[src/rtl/dmem_arb_pkg.sv]
// Shared types and defaults for the data-memory arbiter between the core
// load/store path and the DMA/program-loader port.
package dmem_arb_pkg;

  localparam int unsigned DEF_AW        = 32;
  localparam int unsigned DEF_DW        = 32;
  localparam int unsigned DEF_MAX_BURST = 4;

  typedef enum logic [1:0] {
    OWN_NONE = 2'b00,
    OWN_CORE = 2'b01,
    OWN_DMA  = 2'b10
  } owner_t;

  // Round-robin partner of a requester; NONE maps to CORE so a cleared
  // history still resolves a tie.
  function automatic owner_t other_side(input owner_t side);
    return (side == OWN_CORE) ? OWN_DMA : OWN_CORE;
  endfunction

endpackage

[src/rtl/dmem_arbiter_if.sv]
// Bundle of the core, DMA and data-memory signals around the arbiter.
// master = requesters plus memory (testbench/system side), slave = arbiter.
interface dmem_arbiter_if #(
  parameter int unsigned AW = 32,
  parameter int unsigned DW = 32
);

  // core load/store path
  logic          c_req;
  logic          c_we;
  logic [AW-1:0] c_addr;
  logic [DW-1:0] c_wdata;
  logic [DW-1:0] c_rdata;
  logic          c_stall;

  // DMA / program loader
  logic          d_req;
  logic          d_we;
  logic [AW-1:0] d_addr;
  logic [DW-1:0] d_wdata;
  logic [DW-1:0] d_rdata;
  logic          d_gnt;

  // data memory
  logic          dm_read;
  logic          dm_write;
  logic [AW-1:0] dm_addr;
  logic [DW-1:0] dm_wdata;
  logic [DW-1:0] dm_rdata;

  modport master (
    output c_req, c_we, c_addr, c_wdata,
    input  c_rdata, c_stall,
    output d_req, d_we, d_addr, d_wdata,
    input  d_rdata, d_gnt,
    input  dm_read, dm_write, dm_addr, dm_wdata,
    output dm_rdata
  );

  modport slave (
    input  c_req, c_we, c_addr, c_wdata,
    output c_rdata, c_stall,
    input  d_req, d_we, d_addr, d_wdata,
    output d_rdata, d_gnt,
    output dm_read, dm_write, dm_addr, dm_wdata,
    input  dm_rdata
  );

endinterface

[src/rtl/dmem_rr_pick.sv]
// Two-way grant chooser: burst owner keeps the grant until MAX_BURST is
// reached with the other side waiting, ties go to the side not served last.
module dmem_rr_pick
  import dmem_arb_pkg::*;
#(
  parameter  int unsigned MAX_BURST = DEF_MAX_BURST,
  localparam int unsigned CW        = $clog2(MAX_BURST + 1)
) (
  input  owner_t        owner,
  input  logic [CW-1:0] cnt,
  input  logic          c_req,
  input  logic          d_req,
  input  owner_t        last,
  output owner_t        grantee
);

  localparam logic [CW-1:0] CNT_MAX = CW'(MAX_BURST);

  logic burst_open;

  assign burst_open = (cnt < CNT_MAX);

  always_comb begin
    grantee = OWN_NONE;
    if (owner == OWN_CORE && c_req && (burst_open || !d_req)) begin
      grantee = OWN_CORE;
    end else if (owner == OWN_DMA && d_req && (burst_open || !c_req)) begin
      grantee = OWN_DMA;
    end else if (c_req && d_req) begin
      grantee = other_side(last);
    end else if (c_req) begin
      grantee = OWN_CORE;
    end else if (d_req) begin
      grantee = OWN_DMA;
    end
  end

endmodule

[src/rtl/dmem_arbiter.sv]
// Shares the single-ported data memory between the core and the DMA port.
// Grant is combinational; a granted access completes in its grant cycle.
module dmem_arbiter
  import dmem_arb_pkg::*;
#(
  parameter int unsigned AW        = DEF_AW,
  parameter int unsigned DW        = DEF_DW,
  parameter int unsigned MAX_BURST = DEF_MAX_BURST
) (
  input logic           clk,
  input logic           reset,
  dmem_arbiter_if.slave bus
);

  localparam int unsigned   CW      = $clog2(MAX_BURST + 1);
  localparam logic [CW-1:0] CNT_MAX = CW'(MAX_BURST);
  localparam logic [CW-1:0] CNT_ONE = CW'(1);

  owner_t        owner, owner_n;
  owner_t        last, last_n;
  owner_t        pick, gnt;
  logic [CW-1:0] cnt, cnt_n;
  logic          gnt_core, gnt_dma, we_sel;

  dmem_rr_pick #(
    .MAX_BURST (MAX_BURST)
  ) u_pick (
    .owner   (owner),
    .cnt     (cnt),
    .c_req   (bus.c_req),
    .d_req   (bus.d_req),
    .last    (last),
    .grantee (pick)
  );

  // While reset is held the memory must see no access at all.
  always_comb begin
    gnt = OWN_NONE;
    if (reset) begin
      gnt = pick;
    end
  end

  assign gnt_core = (gnt == OWN_CORE);
  assign gnt_dma  = (gnt == OWN_DMA);

  always_ff @(posedge clk) begin
    if (!reset) begin
      owner <= OWN_NONE;
      cnt   <= '0;
      last  <= OWN_DMA;
    end else begin
      owner <= owner_n;
      cnt   <= cnt_n;
      last  <= last_n;
    end
  end

  always_comb begin
    owner_n = gnt;
    last_n  = last;
    cnt_n   = '0;
    if (gnt != OWN_NONE) begin
      last_n = gnt;
      if (gnt != owner) begin
        cnt_n = CNT_ONE;
      end else if (cnt == CNT_MAX) begin
        cnt_n = cnt;
      end else begin
        cnt_n = cnt + CNT_ONE;
      end
    end
  end

  always_comb begin
    we_sel       = 1'b0;
    bus.dm_addr  = '0;
    bus.dm_wdata = '0;
    bus.c_rdata  = '0;
    bus.d_rdata  = '0;
    if (gnt_core) begin
      we_sel       = bus.c_we;
      bus.dm_addr  = bus.c_addr;
      bus.dm_wdata = bus.c_wdata;
      bus.c_rdata  = bus.dm_rdata;
    end else if (gnt_dma) begin
      we_sel       = bus.d_we;
      bus.dm_addr  = bus.d_addr;
      bus.dm_wdata = bus.d_wdata;
      bus.d_rdata  = bus.dm_rdata;
    end
  end

  assign bus.dm_read  = (gnt_core | gnt_dma) & ~we_sel;
  assign bus.dm_write = (gnt_core | gnt_dma) & we_sel;
  assign bus.c_stall  = bus.c_req & ~gnt_core;
  assign bus.d_gnt    = gnt_dma;

  a_no_rw_overlap : assert property (@(posedge clk) !(bus.dm_read && bus.dm_write));
  a_single_grant  : assert property (@(posedge clk) !(gnt_core && gnt_dma));

endmodule
[src/flat_wrapper.sv]
// flat-port wrapper written by rule: the top's interface ports become plain ports
module dmem_arbiter_flat import dmem_arb_pkg::*;
#(
  parameter int unsigned AW        = DEF_AW,
  parameter int unsigned DW        = DEF_DW,
  parameter int unsigned MAX_BURST = DEF_MAX_BURST
)
  (clk, reset, bus_c_req, bus_c_we, bus_c_addr, bus_c_wdata, bus_c_rdata, bus_c_stall, bus_d_req, bus_d_we, bus_d_addr, bus_d_wdata, bus_d_rdata, bus_d_gnt, bus_dm_read, bus_dm_write, bus_dm_addr, bus_dm_wdata, bus_dm_rdata);
  dmem_arbiter_if #(.AW(AW), .DW(DW)) bus_i ();
  input logic clk;
  input logic reset;
  input wire logic [$bits(bus_i.c_req)-1:0] bus_c_req;
  input wire logic [$bits(bus_i.c_we)-1:0] bus_c_we;
  input wire logic [$bits(bus_i.c_addr)-1:0] bus_c_addr;
  input wire logic [$bits(bus_i.c_wdata)-1:0] bus_c_wdata;
  output wire logic [$bits(bus_i.c_rdata)-1:0] bus_c_rdata;
  output wire logic [$bits(bus_i.c_stall)-1:0] bus_c_stall;
  input wire logic [$bits(bus_i.d_req)-1:0] bus_d_req;
  input wire logic [$bits(bus_i.d_we)-1:0] bus_d_we;
  input wire logic [$bits(bus_i.d_addr)-1:0] bus_d_addr;
  input wire logic [$bits(bus_i.d_wdata)-1:0] bus_d_wdata;
  output wire logic [$bits(bus_i.d_rdata)-1:0] bus_d_rdata;
  output wire logic [$bits(bus_i.d_gnt)-1:0] bus_d_gnt;
  output wire logic [$bits(bus_i.dm_read)-1:0] bus_dm_read;
  output wire logic [$bits(bus_i.dm_write)-1:0] bus_dm_write;
  output wire logic [$bits(bus_i.dm_addr)-1:0] bus_dm_addr;
  output wire logic [$bits(bus_i.dm_wdata)-1:0] bus_dm_wdata;
  input wire logic [$bits(bus_i.dm_rdata)-1:0] bus_dm_rdata;
  assign bus_i.c_req = bus_c_req;
  assign bus_i.c_we = bus_c_we;
  assign bus_i.c_addr = bus_c_addr;
  assign bus_i.c_wdata = bus_c_wdata;
  assign bus_c_rdata = bus_i.c_rdata;
  assign bus_c_stall = bus_i.c_stall;
  assign bus_i.d_req = bus_d_req;
  assign bus_i.d_we = bus_d_we;
  assign bus_i.d_addr = bus_d_addr;
  assign bus_i.d_wdata = bus_d_wdata;
  assign bus_d_rdata = bus_i.d_rdata;
  assign bus_d_gnt = bus_i.d_gnt;
  assign bus_dm_read = bus_i.dm_read;
  assign bus_dm_write = bus_i.dm_write;
  assign bus_dm_addr = bus_i.dm_addr;
  assign bus_dm_wdata = bus_i.dm_wdata;
  assign bus_i.dm_rdata = bus_dm_rdata;
  dmem_arbiter #(.AW(AW), .DW(DW), .MAX_BURST(MAX_BURST)) u_core (.clk(clk), .reset(reset), .bus(bus_i));
endmodule
[config.mk]
export PLATFORM = sky130hd
export DESIGN_NAME = dmem_arbiter_flat
export DESIGN_NICKNAME = d
export VERILOG_FILES = /design/src/rtl/dmem_arb_pkg.sv /design/src/rtl/dmem_arbiter_if.sv /design/src/rtl/dmem_rr_pick.sv /design/src/rtl/dmem_arbiter.sv /design/src/flat_wrapper.sv
export SDC_FILE = /design/constraint.sdc
export NUM_CORES = 1
export LEC_CHECK = 0
export CORE_AREA = 3 3 115 117
export DETAILED_ROUTE_END_ITERATION = 8
export DIE_AREA = 0 0 118 120
export HOLD_SLACK_MARGIN = 0.05
export PLACE_DENSITY_LB_ADDON = 0.3
export SYNTH_ARGS = -nofsm -noshare
export SYNTH_HDL_FRONTEND = slang
export SYNTH_SLANG_ARGS = --single-unit
[constraint.sdc]
create_clock -name clk -period 2.9 [get_ports clk]
set_clock_uncertainty 0.05 [all_clocks]
set_input_delay 0.435 -clock clk [delete_from_list [all_inputs] [get_ports clk]]
set_output_delay 0.435 -clock clk [all_outputs]
set_load 0.1 [all_outputs]
# Word level (Yosys, flattened, before mapping)
# Index checks and enable logic that the tools add are counted.
# word_totals
wordCells,52
regBits,7
out_inout_bits,132
# classes
n_addsub,1
mux,18
bitwise,8
magnitude_cmp,1
n_eq_ne,8
reduce_logical,12
# op_table
operator,n
$mux 32,7
$mux 2,7
$eq 2x1->1 const B,3
$logic_and 1x1->1,5
$eq 2x2->1 const B,2
$mux 1,4
$not 1->1,4
$add 3x1->3 const B,1
$and 1x1->1,3
$eq 3x3->1 const B,1
$lt 3x3->1 const B,1
$reduce_or 3->1,1
$logic_not 1->1,2
$logic_or 1x1->1,2
$ne 2x1->1 const B,1
$ne 2x2->1,1
$reduce_and 2->1,1
$reduce_bool 2->1,1
$or 1x1->1,1

# Depth between registers and ports, before layout
# Gate-level depths: netlist of run 1.
# depth
depth_word,11
mapped_depth,10
depth_no_buf,9

# Modules after synthesis
# Synthesis of run 1 repeated with hierarchy kept, for this count alone.
# unflattened
cells_unflattened,334
hier_area_um2,1811.7
# modules_own_cells
mod,cells_per_inst,area_per_inst_um2,instances
dmem_arbiter,326,1752.9,1
dmem_rr_pick,8,58.8,1

# Least setup slack after synthesis of run 1
# Ideal clock, no wire load.
# synth_path
kind,reg2out
start,register u_core.last[0]
end,output bus_dm_wdata[26]
path_stages_with_launch,10
t_arrival_ps,4024
path_slack_ps,-1609
n_path_buf,3
cell_sequence,dfxtp_1 > nor2b_1 > a21oi_1 > o311ai_2 > inv_1 > ha_1 > buf_2 > clkbuf_1 > clkbuf_1 > o21ai_0
# synth_between
elab_chain_len,9
word_cells_on_any_way,10
# synth_lines
item,line_no,source
start: declaration,dmem_arbiter.sv:20,"owner_t last, last_n;"
start signal: assignment,dmem_arbiter.sv:55,last <= last_n;
$eq 2x1->1 (*),dmem_arb_pkg.sv:18,return (side == OWN_CORE) ? OWN_DMA : OWN_CORE;
$mux 2 (*),dmem_arb_pkg.sv:18,
$mux 2 (*),dmem_rr_pick.sv:29,end else if (c_req && d_req) begin
$mux 2 (*),dmem_rr_pick.sv:27,end else if (owner == OWN_DMA && d_req && (burst_open || !c_req)) begin
$mux 2 (*),dmem_rr_pick.sv:25,if (owner == OWN_CORE && c_req && (burst_open || !d_req)) begin
$mux 2 (*),dmem_arbiter.sv:39,if (reset) begin
named net u_core.gnt[0],dmem_arbiter.sv:21,"owner_t pick, gnt;"
$eq 2x2->1,dmem_arbiter.sv:45,assign gnt_dma = (gnt == OWN_DMA);
$mux 32,dmem_arbiter.sv:86,end else if (gnt_dma) begin
$mux 32 (*),dmem_arbiter.sv:81,if (gnt_core) begin
end: declaration,flat_wrapper.sv:27,output wire logic [$bits(bus_i.dm_wdata)-1:0] bus_dm_wdata;
# Mark *: on every way through the listed nets, which the timed path passes. The rest lies on a longest branch.

# Worst setup path after layout of run 1
# layout_path
start,register u_core.last[0]
end,output bus_d_rdata[7]
# layout_between
elab_chain_len,9
word_cells_on_any_way,10
# layout_lines
item,line_no,source
$eq 2x1->1 (*),dmem_arb_pkg.sv:18,
$mux 2 (*),dmem_arb_pkg.sv:18,
$mux 2 (*),dmem_rr_pick.sv:29,
$mux 2 (*),dmem_rr_pick.sv:27,
$mux 2 (*),dmem_rr_pick.sv:25,
$mux 2 (*),dmem_arbiter.sv:39,
named net u_core.gnt[0],dmem_arbiter.sv:21,
$eq 2x2->1,dmem_arbiter.sv:45,
$mux 32,dmem_arbiter.sv:86,
$mux 32 (*),dmem_arbiter.sv:81,
end: declaration,flat_wrapper.sv:22,output wire logic [$bits(bus_i.d_rdata)-1:0] bus_d_rdata;
# Marked as above.

==> run_results.csv, run 1 <==
group,metric,value,unit
outcome,outcome,"complete, no violations",
worst_setup_path,crit_path_frequent_cell,"nor2b_4",
synthesis,synth_area_leaders,"nand2_1 (26%), and2_1 (22%), o21ai_0 (18%)",
power_and_ir_drop,vdd_drop_max,0.3681,mV
clock_network,worstSkewPairLatency,0.23,ns
clock_network,clkTransAtPathRegs,0.04,ns
clock_network,cts_hold_bufs,0,
worst_setup_path,critical_path_class,"flop to output port",
sta,fin_ws,0.07720,ns
placement,place_ws,-0.1261,ns
worst_setup_path,crit_buf_inv,3,
sta,post-route-min-period,2.823,ns
clock_network,cts_tree,"built",
sta,max_freq,0.3543,GHz
synthesis,post_synth_num_cell_types,28,
clock_network,number_of_buffers_created_by_cts,3,
worst_setup_path,worstSetupStartpointType,"flop",
worst_setup_path,cp-end-kind,"output port",
layout,syn_to_final_growth,286.4,%
synthesis,synth_nets,522,
worst_hold_path,hp-class,"flop to flop",
global_route,grt_pass1_vias,3305,
synthesis,mappedNetlistArea,1847,um^2
route,antenna_violating_nets_post_route,0,
floorplan,number_of_top_level_pins,298,
synthesis,yosysWarningCount,0,
synthesis,synth.ff_latch_count,7,
route,routed_wire_length_per_instance,15.49,um
power_and_ir_drop,power_density,274.8,nW/um^2
worst_setup_path,required_arrival_time_at_the_worst_endpoint,2.41,ns
worst_setup_path,worstPathCellList,"nor2b_4 -> nor2_2 -> o311ai_4 -> inv_2 -> ha_2 -> nor2b_4 -> clkbuf_16 -> and2_2 -> buf_12",
synthesis,synthesis.instances,349,
synthesis,seq_area_frac_synth,7.588,%
synthesis,async_s_r_ff_share_synth,0,%
route,first_pass_iters,4,
worst_setup_path,crit_path_max_incr_delay,0.35,ns
layout,drive_above_1_share,41.16,%
route,vias,3472,
placement,dp.final_hpwl,10990,um
sta,maxSlewHeadroom,77.57,%
global_route,all_layer_global_routing_usage,16.87,%
worst_setup_path,critical_path_arrival,2.34,ns
sta,setup_viol,0,
placement,replace_congestion,0.7753,
sta,period_share,97.34,%
floorplan,core-area,12470,um^2
synthesis,synth-edff-count,0,
placement,buffer_ports.inserted,297,
sta,final-max-slew-violation-count,0,
route,drt_wl_total,13110,um
clock_network,ctsLongestPathBuffers,2,
sta,finalSetupTns,0,ns
floorplan,area_enclosed_by_the_die_boundary,14160,um^2
sta,hold_violations,0,
worst_setup_path,critical-path-top-delay-family,"simple AND/OR/NAND/NOR gates",
floorplan,fp.dieH,120,um
route,initialDrtViolationCount,135,
sta,fin_hold_ws,0.4495,ns
global_route,grt_max_degree,44,
sta,unrepaired_setup_endpoints_after_global_routing,"yes",
route,vias_per_cell,4.104,
layout,fillerInstances,1075,
flow_run,number_of_max_capacitance_violations_reported,0,
layout,final_util,57.24,%
synthesis,post-synth-top-area-fraction,26.42,%
route,drc,0,
clock_network,clock_sink_count,7,
power_and_ir_drop,power_leakage,2.870,nW
global_route,grt_first_pass_wirelength,19180,um
worst_setup_path,critical_path_peak_fanout,8,
synthesis,synth-main-ff-cell,"dfxtp_1",
layout,nNetsFinal,847,
worst_setup_path,critical-path-slowest-cell,"dfxtp_1",
floorplan,floorplan.rows,41,
sta,slew_at_the_pin_closest_to_its_max_slew_limit,0.3357,ns
floorplan,die_wd,118,um
layout,finalInstanceArea,7136,um^2
clock_network,cts.root.buffer_cell,"clkbuf_16",
placement,placed_cell_area,6875,um^2
floorplan,initial_core_util,14.81,%
clock_network,cts.htree.levels,1,
global_route,globalRouteOverflowTotal,0,
synthesis,yosysTopAreaCell,"nand2_1",
global_route,antenna_found_initial,3,
synthesis,synthesis.area_per_instance,5.292,um^2
Yosys cell counts (all sizes together), types with 2 or more instances:
library cell	count
buf	3
a21oi	3
nor3	2
nor2b	5
clkbuf	26
dfxtp	7
and2	66
a22o	2
inv	8
nand3b	4
o21ai	67
and3	2
nand3	2
nor2	5
ha	7
nand2	130
report_power, final:
part           total [mW]  switching (mW)  internal (mW)  leakage [nW]
registers           0.108         0.00559          0.102        0.0583
clock network       0.236          0.0533          0.183        0.0382
logic                1.62           0.939          0.678          2.77
total                1.96           0.998          0.963          2.87
through the flow:
stage	cells	power, mW
floorplan	349	0.9482
global placement	834	1.691
detailed placement	834	1.707
CTS	839	1.961
global route	846	2.026
finish	846	1.961
worst min-delay path: stages, from the launching register on:
cell,delay [ns]
dfxtp_1,0.32
nand3_1,0.06
o21ai_1,0.06
registers in the layout, summed over array words and instances (netlist names):
signal / cells
u_core.last: 2
u_core.cnt: 3
u_core.owner: 2
path summary, 6_finish.rpt:
| check | startpoint | to | slack [ns] | cells past startpoint |
|---|---|---|---|---|
| max | u_core.last[0]$_SDFFE_PN0P_ | bus_d_rdata[7] | 0.08 | 9 |
| min | u_core.last[0]$_SDFFE_PN0P_ | u_core.last[0]$_SDFFE_PN0P_ | 0.45 | 2 |
| max reg2reg | u_core.cnt[2]$_SDFFE_PP0N_ | u_core.cnt[1]$_SDFFE_PP0N_ | 0.85 | 8 |
| min reg2reg | u_core.last[0]$_SDFFE_PN0P_ | u_core.last[0]$_SDFFE_PN0P_ | 0.45 | 2 |
logic make-up (layout without fill, tap and decap cells):
family | after synthesis | count (layout) | synth area share [%]
AOI/OAI and AO/OA | 78 | 78 | 23.10
and+or+nand+nor | 218 | 218 | 55.69
muxes | 1 | 1 | 0.5420
other | 0 | 1 | 0
adders and majority gates | 7 | 7 | 4.742
DFF | 7 | 7 | 7.588
xor gates and xnor gates | 1 | 1 | 0.4743
buffers and inverters | 37 | 361 | 7.859
cell usage in the layout, fill, tap and decap left out, drive strengths merged, types with 5 or more instances in the layout:
cell type and count:
and2 66, buf 182, clkbuf 6, clkdlybuf4s50 163, dfxtp 7, ha 7
inv 8, nand2 130, nor2 5, nor2b 5, o21ai 67
timing repair:
item                                    in CTS  in global routing
endpoints found under the setup margin      89                121
resized for setup                            8                 12
setup buffers                                0                  3
pin swaps                                    3                  2
cloned                                       1                  3
hold endpoints to repair                     0                  0
cell type report:
class	instances	area, um^2	share of cell area (%)
well taps	172	215.2	3.016
inverters	8	30.03	0.4208
multi-input cells	305	1831	25.65
flip-flops and latches	7	142.6	1.999
repair buffers	349	4836	67.77
clock buffers	4	78.83	1.105
diodes	1	2.502	0.03507
layer usage:
layer,share of wire (%),track usage (%),routed length [um]
met1,37,19.58,4899
met2,55,31.91,7153
met3,6.7,4.147,872
met4,1.1,2.418,146
met5,0.26,0,34
Note: power is estimated with default switching activity, not from simulation.
==> inputs of run 2 (changes only) <==
Settings changed: HOLD_SLACK_MARGIN 0.05 to unset, SLEW_MARGIN set to 10.
==> results of run 2 <==
Final layout, timing and power as in run 1 (identical DEF).
==> inputs of run 3 (changes only) <==
Settings changed: CAP_MARGIN set to 30, MAX_ROUTING_LAYER set to met4.
==> run 3 against run 2 <==
Die area unchanged. Final cell count is 0.24% higher. Global-route usage is 0.45 points higher. Critical endpoint is now bus_d_rdata[23]. Sequential share of layout area about the same. First-iteration DRC count rose by 9.6%. Largest cell class unchanged. Setup slack got worse by 0.0013 ns. Critical path depth stayed put. Critical path type unchanged.
==> run_results.csv, run 3 (synthesized netlist as in run 1, its figures left out) <==
group,metric,value,unit
clock_network,clock_sink_count,7,
route,vias_per_cell,4.098,
clock_network,cts.htree.levels,1,
layout,finalInstanceArea,7141,um^2
worst_hold_path,worst_hold_path_ep,"u_core.last[0]$_SDFFE_PN0P_",
sta,period_share,97.38,%
floorplan,fp.dieH,120,um
sta,maxSlewHeadroom,77.56,%
layout,fillerInstances,1073,
layout,nNetsFinal,847,
power_and_ir_drop,part_of_the_total_power_dissipated_in_the_clock_network,12.1,%
layout,drive_above_1_share,41.16,%
global_route,globalRouteOverflowTotal,0,
worst_setup_path,critical_path_peak_fanout,8,
clock_network,cts_hold_bufs,0,
layout,sequential_cell_area,142.6,um^2
sta,setup_viol,0,
layout,final_cell_mix,"clkdlybuf4s50_1 (163), buf_12 (139), nand2_1 (130)",
worst_setup_path,worstSetupStartpointType,"flop",
layout,largest_registers,"u_core.cnt: 3 flops, u_core.last: 2 flops, u_core.owner: 2 flops",
power_and_ir_drop,p_switching,998.8,uW
power_and_ir_drop,combPwrFrac,82.5,%
clock_network,cts.root.buffer_cell,"clkbuf_16",
power_and_ir_drop,internal_power,963.0,uW
route,first_pass_iters,4,
layout,max_ffs_per_register,3,
flow_run,number_of_max_capacitance_violations_reported,0,
placement,place_ws,-0.1261,ns
worst_setup_path,r2r_cells,8,
sta,fin_ws,0.07595,ns
worst_setup_path,critical_path_arrival,2.34,ns
power_and_ir_drop,vdd_drop_max,0.3679,mV
global_route,antenna_found_initial,3,
clock_network,clkTransAtPathRegs,0.04,ns
placement,replace_congestion,0.7858,
power_and_ir_drop,power_density,274.7,nW/um^2
worst_hold_path,hp-class,"flop to flop",
placement,buffer_ports.inserted,297,
worst_setup_path,critical_path_class,"flop to output port",
global_route,grt_max_degree,44,
layout,final_util,57.28,%
power_and_ir_drop,power_leakage,2.870,nW
worst_setup_path,worstPathCellList,"nor2b_4 -> nor2_2 -> o311ai_4 -> inv_2 -> ha_2 -> nor2b_4 -> clkbuf_16 -> and2_2 -> buf_12",
clock_network,number_of_buffers_created_by_cts,3,
sta,fin_hold_ws,0.4475,ns
route,initialDrtViolationCount,148,
worst_setup_path,rr_endpoint,"u_core.cnt[1]$_SDFFE_PP0N_",
clock_network,worstSkewPairLatency,0.23,ns
layout,multi_input_area,1831,um^2
floorplan,core-area,12470,um^2
layout,syn_to_final_growth,286.7,%
route,routed_wire_length_per_instance,15.53,um
sta,slew_at_the_pin_closest_to_its_max_slew_limit,0.3358,ns
floorplan,die_wd,118,um
global_route,grt_first_pass_wirelength,19220,um
worst_setup_path,crit_path_frequent_cell,"nor2b_4",
power_and_ir_drop,power,1.962,mW
clock_network,ctsLongestPathBuffers,2,
global_route,grt_pass1_vias,3314,
worst_setup_path,crit-reg2reg-launch,"u_core.cnt[2]$_SDFFE_PP0N_",
layout,top_register,"u_core.cnt",
worst_setup_path,crit_path_max_incr_delay,0.35,ns
sta,finalSetupTns,0,ns
power_and_ir_drop,p_sw_share,50.91,%
worst_setup_path,required_arrival_time_at_the_worst_endpoint,2.41,ns
floorplan,area_enclosed_by_the_die_boundary,14160,um^2
clock_network,cts_tree,"built",
floorplan,number_of_top_level_pins,298,
worst_setup_path,critical-path-slowest-cell,"dfxtp_1",
worst_setup_path,cp-end-kind,"output port",
route,antenna_violating_nets_post_route,0,
worst_hold_path,timing.hold.worst.start,"u_core.last[0]$_SDFFE_PN0P_",
placement,dp_cells,834,
global_route,all_layer_global_routing_usage,17.32,%
sta,final-max-slew-violation-count,0,
worst_hold_path,timing.hold.worst_path_depth,2,
power_and_ir_drop,p_seq_share,5.5,%
worst_setup_path,setup_slack_on_the_worst_flop_to_flop_path,0.87,ns
floorplan,floorplan.rows,41,
worst_setup_path,crit_buf_inv,3,
layout,most_common_library_cell_in_the_layout_ignoring_fill_and_taps,"clkdlybuf4s50_1",
route,vias,3475,
outcome,outcome,"complete, no violations",
sta,post-route-min-period,2.824,ns
floorplan,initial_core_util,14.81,%
layout,post_layout_nonfiller_instances,848,
route,drc,0,
sta,unrepaired_setup_endpoints_after_global_routing,"yes",
sta,hold_violations,0,
sta,max_freq,0.3541,GHz
route,drt_wl_total,13170,um
worst_setup_path,critical-path-top-delay-family,"simple AND/OR/NAND/NOR gates",
placement,dp.final_hpwl,10990,um
placement,placed_cell_area,6875,um^2
[run 3: worst min-delay path, cell delays in order, from the launching register on]
cell	delay [ns]
dfxtp_1	0.32
nand3_1	0.06
o21ai_1	0.06
[run 3: layout make-up]
class | instances | area share [%]
diodes | 3 | 0.1051
clock buffers | 4 | 1.104
well taps | 172 | 3.014
multi-input cells | 305 | 25.64
repair buffers | 349 | 67.72
inverters | 8 | 0.4205
flip-flops and latches | 7 | 1.998
[run 3: how the worst max path moves through the flow]
stage / startpoint / cells past startpoint / slack [ns] / end
floorplan: u_core.last[0]$_SDFFE_PN0P_ / 8 / -1.39 / bus_dm_addr[15]
global placement: bus_d_req / 9 / -0.05 / bus_d_rdata[31]
detailed placement: bus_d_req / 9 / -0.13 / bus_dm_wdata[2]
CTS: bus_d_req / 9 / 0.006 / bus_dm_wdata[8]
global route: u_core.last[0]$_SDFFE_PN0P_ / 9 / -0.04 / bus_d_rdata[25]
finish: u_core.last[0]$_SDFFE_PN0P_ / 9 / 0.08 / bus_d_rdata[23]
[run 3: what timing repair did]
action | CTS | global route
setup buffers | 0 | 3
gates resized for setup | 8 | 11
pin swaps | 3 | 2
gates cloned | 1 | 3
endpoints found under the setup margin | 89 | 119
[run 3: power groups by stage]
stage	Combinational, mW	Clock (mW)	Sequential, mW
floorplan	0.841	0	0.107
global placement	1.58	0	0.108
detailed placement	1.60	0	0.108
CTS	1.61	0.239	0.107
global route	1.67	0.246	0.108
finish	1.62	0.237	0.108
[run 3: routing by layer]
layer | GRT usage, % | up-vias | part of all wire [%]
li1 | - | 1767 | -
met1 | 19.58 | 1562 | 38
met2 | 32.27 | 138 | 55
met3 | 3.770 | 8 | 6.5
met4 | 2.125 | 0 | 0.79
met5 | - | - | 0
